## src/rtl/instr_fetch.sv

```systemverilog
// Instruction fetch unit: PC, single-outstanding memory reads, head-registered instruction FIFO.
// Optional FETCH_STATS_EN adds the fetch_count handshake counter port.
module instr_fetch #(
    parameter logic [31:0] RESET_PC   = 32'h0000_0000,
    parameter int          FIFO_DEPTH = 2
) (
    input  logic        clk,
    input  logic        rst_n,
    output logic        imem_req_valid,
    input  logic        imem_req_ready,
    output logic [31:0] imem_req_addr,
    input  logic        imem_rsp_valid,
    input  logic [31:0] imem_rsp_data,
    output logic [31:0] instruction,
    output logic [31:0] instr_pc,
    output logic        instr_valid,
    input  logic        instr_ready,
    input  logic        redirect,
    input  logic [31:0] redirect_pc,
    output logic        halted
`ifdef FETCH_STATS_EN
    ,
    output logic [31:0] fetch_count
`endif
);

    localparam int PW = (FIFO_DEPTH > 1) ? $clog2(FIFO_DEPTH) : 1;
    localparam int CW = PW + 1;
    localparam logic [CW-1:0] DEPTH_C = CW'(FIFO_DEPTH);
    localparam logic [5:0] OP_JUMP = 6'h02;
    localparam logic [5:0] OP_HALT = 6'h3f;

    typedef enum logic [1:0] {
        FETCH    = 2'd0,
        WAIT_RSP = 2'd1,
        HALT     = 2'd2
    } state_t;

    state_t        state, state_nxt;
    logic [31:0]   pc, pc_nxt;
    logic          squash, squash_nxt;
    logic          halted_nxt;

    logic [31:0]   fifo_data [FIFO_DEPTH];
    logic [31:0]   fifo_pc   [FIFO_DEPTH];
    logic [PW-1:0] wr_ptr, rd_ptr;
    logic [CW-1:0] count;

    logic          req_fire;
    logic          rsp_fire;
    logic          push;
    logic          pop;
    logic          still_outstanding;
    logic [5:0]    opcode;
    logic [31:0]   pc_plus4;
    logic [31:0]   jump_pc;
    logic          unused_redirect_low;

    assign unused_redirect_low = ^redirect_pc[1:0];

    // Issue gating: with one request in flight at most, the FIFO can never overflow.
    assign imem_req_valid = rst_n && (state == FETCH) && (count < DEPTH_C);
    assign imem_req_addr  = pc;

    assign req_fire = imem_req_valid && imem_req_ready;
    assign rsp_fire = (state == WAIT_RSP) && imem_rsp_valid;
    assign push     = rsp_fire && !squash && !redirect;
    assign pop      = instr_valid && instr_ready;

    assign opcode   = imem_rsp_data[31:26];
    assign pc_plus4 = pc + 32'd4;
    assign jump_pc  = {pc_plus4[31:28], imem_rsp_data[25:0], 2'b00};

    // A request still owes a response after this edge if it was just accepted,
    // or was already in flight and its data is not arriving now.
    assign still_outstanding = req_fire || ((state == WAIT_RSP) && !imem_rsp_valid);

    always_comb begin
        state_nxt  = state;
        pc_nxt     = pc;
        squash_nxt = squash;
        halted_nxt = halted;
        if (redirect) begin
            pc_nxt     = {redirect_pc[31:2], 2'b00};
            halted_nxt = 1'b0;
            if (still_outstanding) begin
                state_nxt  = WAIT_RSP;
                squash_nxt = 1'b1;
            end else begin
                state_nxt  = FETCH;
                squash_nxt = 1'b0;
            end
        end else begin
            case (state)
                FETCH: begin
                    if (req_fire) begin
                        state_nxt = WAIT_RSP;
                    end
                end
                WAIT_RSP: begin
                    if (imem_rsp_valid) begin
                        if (squash) begin
                            squash_nxt = 1'b0;
                            state_nxt  = FETCH;
                        end else if (opcode == OP_JUMP) begin
                            pc_nxt    = jump_pc;
                            state_nxt = FETCH;
                        end else if (opcode == OP_HALT) begin
                            halted_nxt = 1'b1;
                            state_nxt  = HALT;
                        end else begin
                            pc_nxt    = pc_plus4;
                            state_nxt = FETCH;
                        end
                    end
                end
                HALT: begin
                    state_nxt = HALT;
                end
                default: begin
                    state_nxt = FETCH;
                end
            endcase
        end
    end

    always_ff @(posedge clk or negedge rst_n) begin
        if (!rst_n) begin
            state  <= FETCH;
            pc     <= RESET_PC;
            squash <= 1'b0;
            halted <= 1'b0;
        end else begin
            state  <= state_nxt;
            pc     <= pc_nxt;
            squash <= squash_nxt;
            halted <= halted_nxt;
        end
    end

    // FIFO control; a redirect flushes every buffered entry.
    always_ff @(posedge clk or negedge rst_n) begin
        if (!rst_n) begin
            wr_ptr <= '0;
            rd_ptr <= '0;
            count  <= '0;
        end else if (redirect) begin
            wr_ptr <= '0;
            rd_ptr <= '0;
            count  <= '0;
        end else begin
            if (push) begin
                wr_ptr <= wr_ptr + PW'(1);
            end
            if (pop) begin
                rd_ptr <= rd_ptr + PW'(1);
            end
            case ({push, pop})
                2'b10:   count <= count + CW'(1);
                2'b01:   count <= count - CW'(1);
                default: count <= count;
            endcase
        end
    end

    always_ff @(posedge clk) begin
        if (push) begin
            fifo_data[wr_ptr] <= imem_rsp_data;
            fifo_pc[wr_ptr]   <= pc;
        end
    end

    // Head entry is presented straight from storage and forced to zero while empty.
    assign instr_valid = (count != '0);
    assign instruction = instr_valid ? fifo_data[rd_ptr] : 32'd0;
    assign instr_pc    = instr_valid ? fifo_pc[rd_ptr]   : 32'd0;

`ifdef FETCH_STATS_EN
    always_ff @(posedge clk or negedge rst_n) begin
        if (!rst_n) begin
            fetch_count <= 32'd0;
        end else if (pop) begin
            fetch_count <= fetch_count + 32'd1;
        end
    end
`endif

endmodule

```

## config.mk

```make
export PLATFORM = sky130hd
export DESIGN_NAME = instr_fetch
export DESIGN_NICKNAME = d
export VERILOG_FILES = /design/src/rtl/instr_fetch.sv
export SDC_FILE = /design/constraint.sdc
export NUM_CORES = 1
export LEC_CHECK = 0
export CORE_MARGIN = 3
export CORE_UTILIZATION = 40
export CTS_CLUSTER_SIZE = 8
export DETAILED_ROUTE_END_ITERATION = 8
export PLACE_DENSITY = 0.66
export SLEW_MARGIN = 10
export SYNTH_ARGS = -nofsm -noshare
export SYNTH_HDL_FRONTEND = slang
export SYNTH_SLANG_ARGS = --single-unit
```

## constraint.sdc

```tcl
create_clock -name clk -period 4.4 [get_ports clk]
set_input_delay 0.66 -clock clk [delete_from_list [all_inputs] [get_ports clk]]
set_output_delay 0.66 -clock clk [all_outputs]
set_load 0.02 [all_outputs]
```

Word level (Yosys, flattened, before mapping)
Memories as Yosys holds them, arrays and structs flattened. Index checks and enable logic that the tools add are counted.

Register bits after elaboration: 40. RAM bits: 128. Input bits: 70. Memories kept: 2.

Add/sub/neg operators: 5. Magnitude comparators: 1. Equality and inequality tests: 11. Multiplexer cells: 34. Reductions and logical operators: 24.

Memory list: fifo_data (depth 2, width 32, read ports 1, clocked after memory_dff 0, write ports 1, RTL line 44) `logic [31:0] fifo_data [FIFO_DEPTH];`; fifo_pc (depth 2, width 32, read ports 1, clocked after memory_dff 0, write ports 1, RTL line 45) `logic [31:0] fifo_pc [FIFO_DEPTH];`.

Operator list (count): 32-bit two-way mux (8); 32-bit by 3-bit adder with 32-bit output (second input constant) (1); 1-bit two-way mux (17); 2-bit two-way mux (7); 2-bit nonzero test (6); 3-bit inequality test (second input constant) (3); 1-bit logical AND (8); 6-bit by 2-bit equality test with 1-bit output (second input constant) (1); 6-bit equality test (second input constant) (1); 2-bit one-hot mux with 3 select lines (1); 5-bit AND reduction (1); 2-bit by 1-bit equality test with 1-bit output (second input constant) (2); 2-bit equality test (second input constant) (2); 2-bit inequality test (second input constant) (2); 2-bit one-hot mux with 2 select lines (1); 2-bit AND reduction (2); 4-bit AND reduction (1); 1-bit logical NOT (3); 3-bit nonzero test (1); 1-bit adder (second input constant) (2); 2-bit by 1-bit adder with 2-bit output (second input constant) (1); 2-bit logical NOT (1); 2-bit less-than comparator (second input constant) (1); 2-bit by 1-bit subtractor with 2-bit output (second input constant) (1); 1-bit logical OR (1).

Longest topological paths before layout
Depth after elaboration: 7. Mapped depth: 8.

Worst setup path after synthesis
No wires, ideal clock.

Path type: input-to-reg. Start: input port redirect. End: memory fifo_data[0][0], enable pin. Library setup time: 0.482 ns. Data arrival time: 4.076 ns. Data required time: 3.918 ns. Slack: -0.158 ns. Cell stages on the path: 6. Cells stage by stage: clkbuf_1 inv_1 clkbuf_1 clkbuf_1 nand2_1 nor2_1.

Word-level cells in the longest chain between the ends: 4.

Ends and longest elaborated chain: from (decl) (RTL line 18) `input logic redirect,`; 1-bit logical NOT (RTL line 67) `assign push = rsp_fire && !squash && !redirect;`; 1-bit logical AND (RTL line 67); 1-bit two-way mux (RTL line 167) `if (push) begin`; 1-bit two-way mux (implied by the code) (RTL line 168) `fifo_data[wr_ptr] <= imem_rsp_data;`; to (decl) (RTL line 44).

No other way between the ends.

Worst setup path after layout
Start: register rd_ptr. End: output port instruction[24].

Word-level cells in the longest chain between the ends: 2.

Ends and longest elaborated chain: from (decl) (RTL line 46) `logic [PW-1:0] wr_ptr, rd_ptr;`; from (signal assigned) (RTL line 156) `rd_ptr <= rd_ptr + PW'(1);`; memory read 2 x 32 bit; 32-bit two-way mux (RTL line 175) `assign instruction = instr_valid ? fifo_data[rd_ptr] : 32'd0;`; to (decl) (RTL line 14) `output logic [31:0] instruction,`.

No other way between the ends.

==> results.sh <==
export IMPL_status="finished clean"
export IMPL_dp_hpwl_um=13700
export IMPL_fill_cells=1472
export IMPL_critPathMaxFanout=63
export IMPL_synthCells=597
export IMPL_synth_common_cells="124 x edfxtp_1, 84 x nor2_1, 62 x mux2i_1, 38 x dfrtp_1, 38 x nand2_1"
export IMPL_synth_top_area_share_pct=50.57
export IMPL_p_per_area_nw_per_um2=384.9
export IMPL_clkLatencyLatePin_ns=0.42
export IMPL_gr_total_overflow=0
export IMPL_ys_seq_area_share_pct=63.48
export IMPL_setup_viol=0
export IMPL_core_area_um2=17660
export IMPL_maxSlewHeadroom_pct=23.52
export IMPL_vias=5417
export IMPL_startpoint_type="flip-flop"
export IMPL_die_h_um=141.7
export IMPL_cp_end_kind="output pin"
export IMPL_drv_cap=0
export IMPL_synth_seq_cells=162
export IMPL_syn2layout_area_growth_pct=32.46
export IMPL_maxSlewViolCount=0
export IMPL_place_congestion=0.8834
export IMPL_nNetsFinal=821
export IMPL_antenna_found_initial=0
export IMPL_arrival_ns=2.65
export IMPL_final_setup_skew_ns=0.007760
export IMPL_ctsLongestPathBuffers=2
export IMPL_yosys_warnings=0
export IMPL_synthFlopType="edfxtp_1"
export IMPL_finalHoldViolations=0
export IMPL_grt_use_total_pct=19.84
export IMPL_holdBufCountCts=0
export IMPL_final_setup_tns_ns=0
export IMPL_fp_dieW_um=141.7
export IMPL_period_share_pct=75.26
export IMPL_num_io_pins=169
export IMPL_worst_slew_pin_slew_ns=1.147
export IMPL_final_core_util_pct=55.24
export IMPL_hold_path_class="in2async"
export IMPL_postRouteAntennaNets=0
export IMPL_period_minus_slack_ns=3.311
export IMPL_first_pass_iters=5
export IMPL_avgSynthCellArea_um2=12.33
export IMPL_portBuffers=162
export IMPL_p_leak_uw=0.003294
export IMPL_cp_required_ns=3.74
export IMPL_via_per_inst=5.477
export IMPL_grt_max_degree=64
export IMPL_clkTransAtPathRegs_ns=0.06
export IMPL_die_area_um2=20070
export IMPL_synth_edf_count=124
export IMPL_drt_iter0_markers=435
export IMPL_cts_inserted_buffers=17
export IMPL_routed_wl_um=19790
export IMPL_yosys_area_top_type="edfxtp_1"
export IMPL_start_util_pct=41.70
export IMPL_path_class="reg2out"
export IMPL_clock_sinks=162
export IMPL_cts_resized_gates=0
export IMPL_post_cts_buffers=0
export IMPL_htreeDepth=4
export IMPL_rsz0062_at_grt="false"
export IMPL_total_power_uw=3754
export IMPL_grt_pass1_wl_um=30400
export IMPL_cts_tree="built"
export IMPL_yosysMostFrequentCell="edfxtp_1"
export IMPL_synth_distinct_cells=62
export IMPL_drcViolationCount=0
export IMPL_reg2reg_depth=6
export IMPL_root_buffer="clkbuf_16"
export IMPL_synth_area_top_cells="edfxtp_1 51%, dfrtp_1 13%, mux2i_1 8.4%, nor2_1 4.3%, nand2_1 1.9%"
export IMPL_synth_area_um2=7363
export IMPL_max_clock_freq_ghz=0.3020
export IMPL_num_rows=48
export IMPL_vdd_drop_max_mv=0.2740
export IMPL_wl_per_cell_um=20.01
export IMPL_ys_async_sr_fraction_pct=23.46
export IMPL_grt_pass1_vias=5295
export IMPL_drive_gt1_share_pct=7.208
-- through the flow --
step | hold WS [ns] | worst slack [ns] | std cells | instance area, um2
3_3_place_gp | 0.4975 | 1.263 | 956 | 9191
2_1_floorplan | 0.3644 | 0.8649 | 600 | 7377
4_1_cts | 0.3253 | 1.053 | 988 | 9751
3_5_place_dp | 0.5139 | 1.169 | 956 | 9191
6_report | 0.3126 | 1.089 | 989 | 9753
5_1_grt | 0.3565 | 0.9349 | 988 | 9751
-- path summary, 6_finish.rpt --
check                          from           endpoint  slack, ns
max                          rd_ptr    instruction[24]       1.09
min                           rst_n  imem_req_addr[29]       0.31
max reg2reg                state[1]  imem_req_addr[20]       2.03
min reg2reg                  halted             halted       0.54
max in group asynchronous     rst_n             rd_ptr       3.70
min in group clk             halted             halted       0.54
-- flip-flops by register name (all words and copies together), names as in the netlist --
name           count
fifo_data         64
fifo_pc           60
imem_req_addr     30
count              2
state              2
halted             1
rd_ptr             1
squash             1
wr_ptr             1
-- final cells by class --
class                   count  area (um2)  share of cell area [%]
multi-input cells         390        2497                   25.61
clock inverters             8       76.32                  0.7826
flip-flops and latches    162        4678                   47.97
inverters                   6       22.52                  0.2309
clock buffers              24       483.0                   4.952
repair buffers            173        1712                   17.55
well taps                 225       281.5                   2.886
diodes                      1       2.502                 0.02566
-- worst max-delay path: stages, from the launching register on --
cell and delay (ns):
dfrtp_4 1.17, mux2i_1 0.23, nor2_1 0.14, clkdlybuf4s50_1 0.61
-- cells by family after synthesis --
group	Yosys count	synth area share [%]
compound gates	106	9.414
xor+xnor	13	1.546
fa+ha+maj	1	0.1699
buf+inv	48	2.974
flops	162	63.48
mux	65	8.887
other cells	1	0.05093
simple gates	201	13.47
-- routing by layer --
| metal | vias to the layer above | global-route usage, % | routed length (um) |
|---|---|---|---|
| met5 | - | 0 | 0 |
| met3 | 37 | 5.595 | 1520 |
| met1 | 2607 | 26.78 | 8488 |
| li1 | 2530 | - | - |
| met4 | 0 | 5.909 | 372 |
| met2 | 243 | 31.43 | 9406 |
-- power by group --
| part | leakage, uW | internal, uW | switching (uW) |
|---|---|---|---|
| clock network | 0.000274 | 827 | 574 |
| logic | 0.00143 | 244 | 262 |
| registers | 0.00159 | 1730 | 116 |
| total | 0.00329 | 2800 | 952 |
-- layout by cell type, fill, tap and decap left out, types with 4 or more instances in the layout --
cell type        instances
clkbuf_1                 5
clkbuf_16               18
nor3_1                  12
and2_1                   9
o31a_1                   4
clkdlybuf4s50_1        161
o21ai_1                  9
edfxtp_1               124
inv_1                    6
a22o_1                   5
nor2_1                  82
conb_1                   4
and3_1                  15
nand4_1                 12
nor4_1                   4
a21oi_1                 16
o31ai_1                  5
mux2i_1                 62
a31oi_1                  9
xor2_1                   6
o21ai_0                 26
nor2b_1                  4
dfrtp_1                 37
xnor2_1                  7
nand2_1                 38
nand3_1                  5
buf_4                   10
Note: power is estimated with default switching activity, not from simulation.
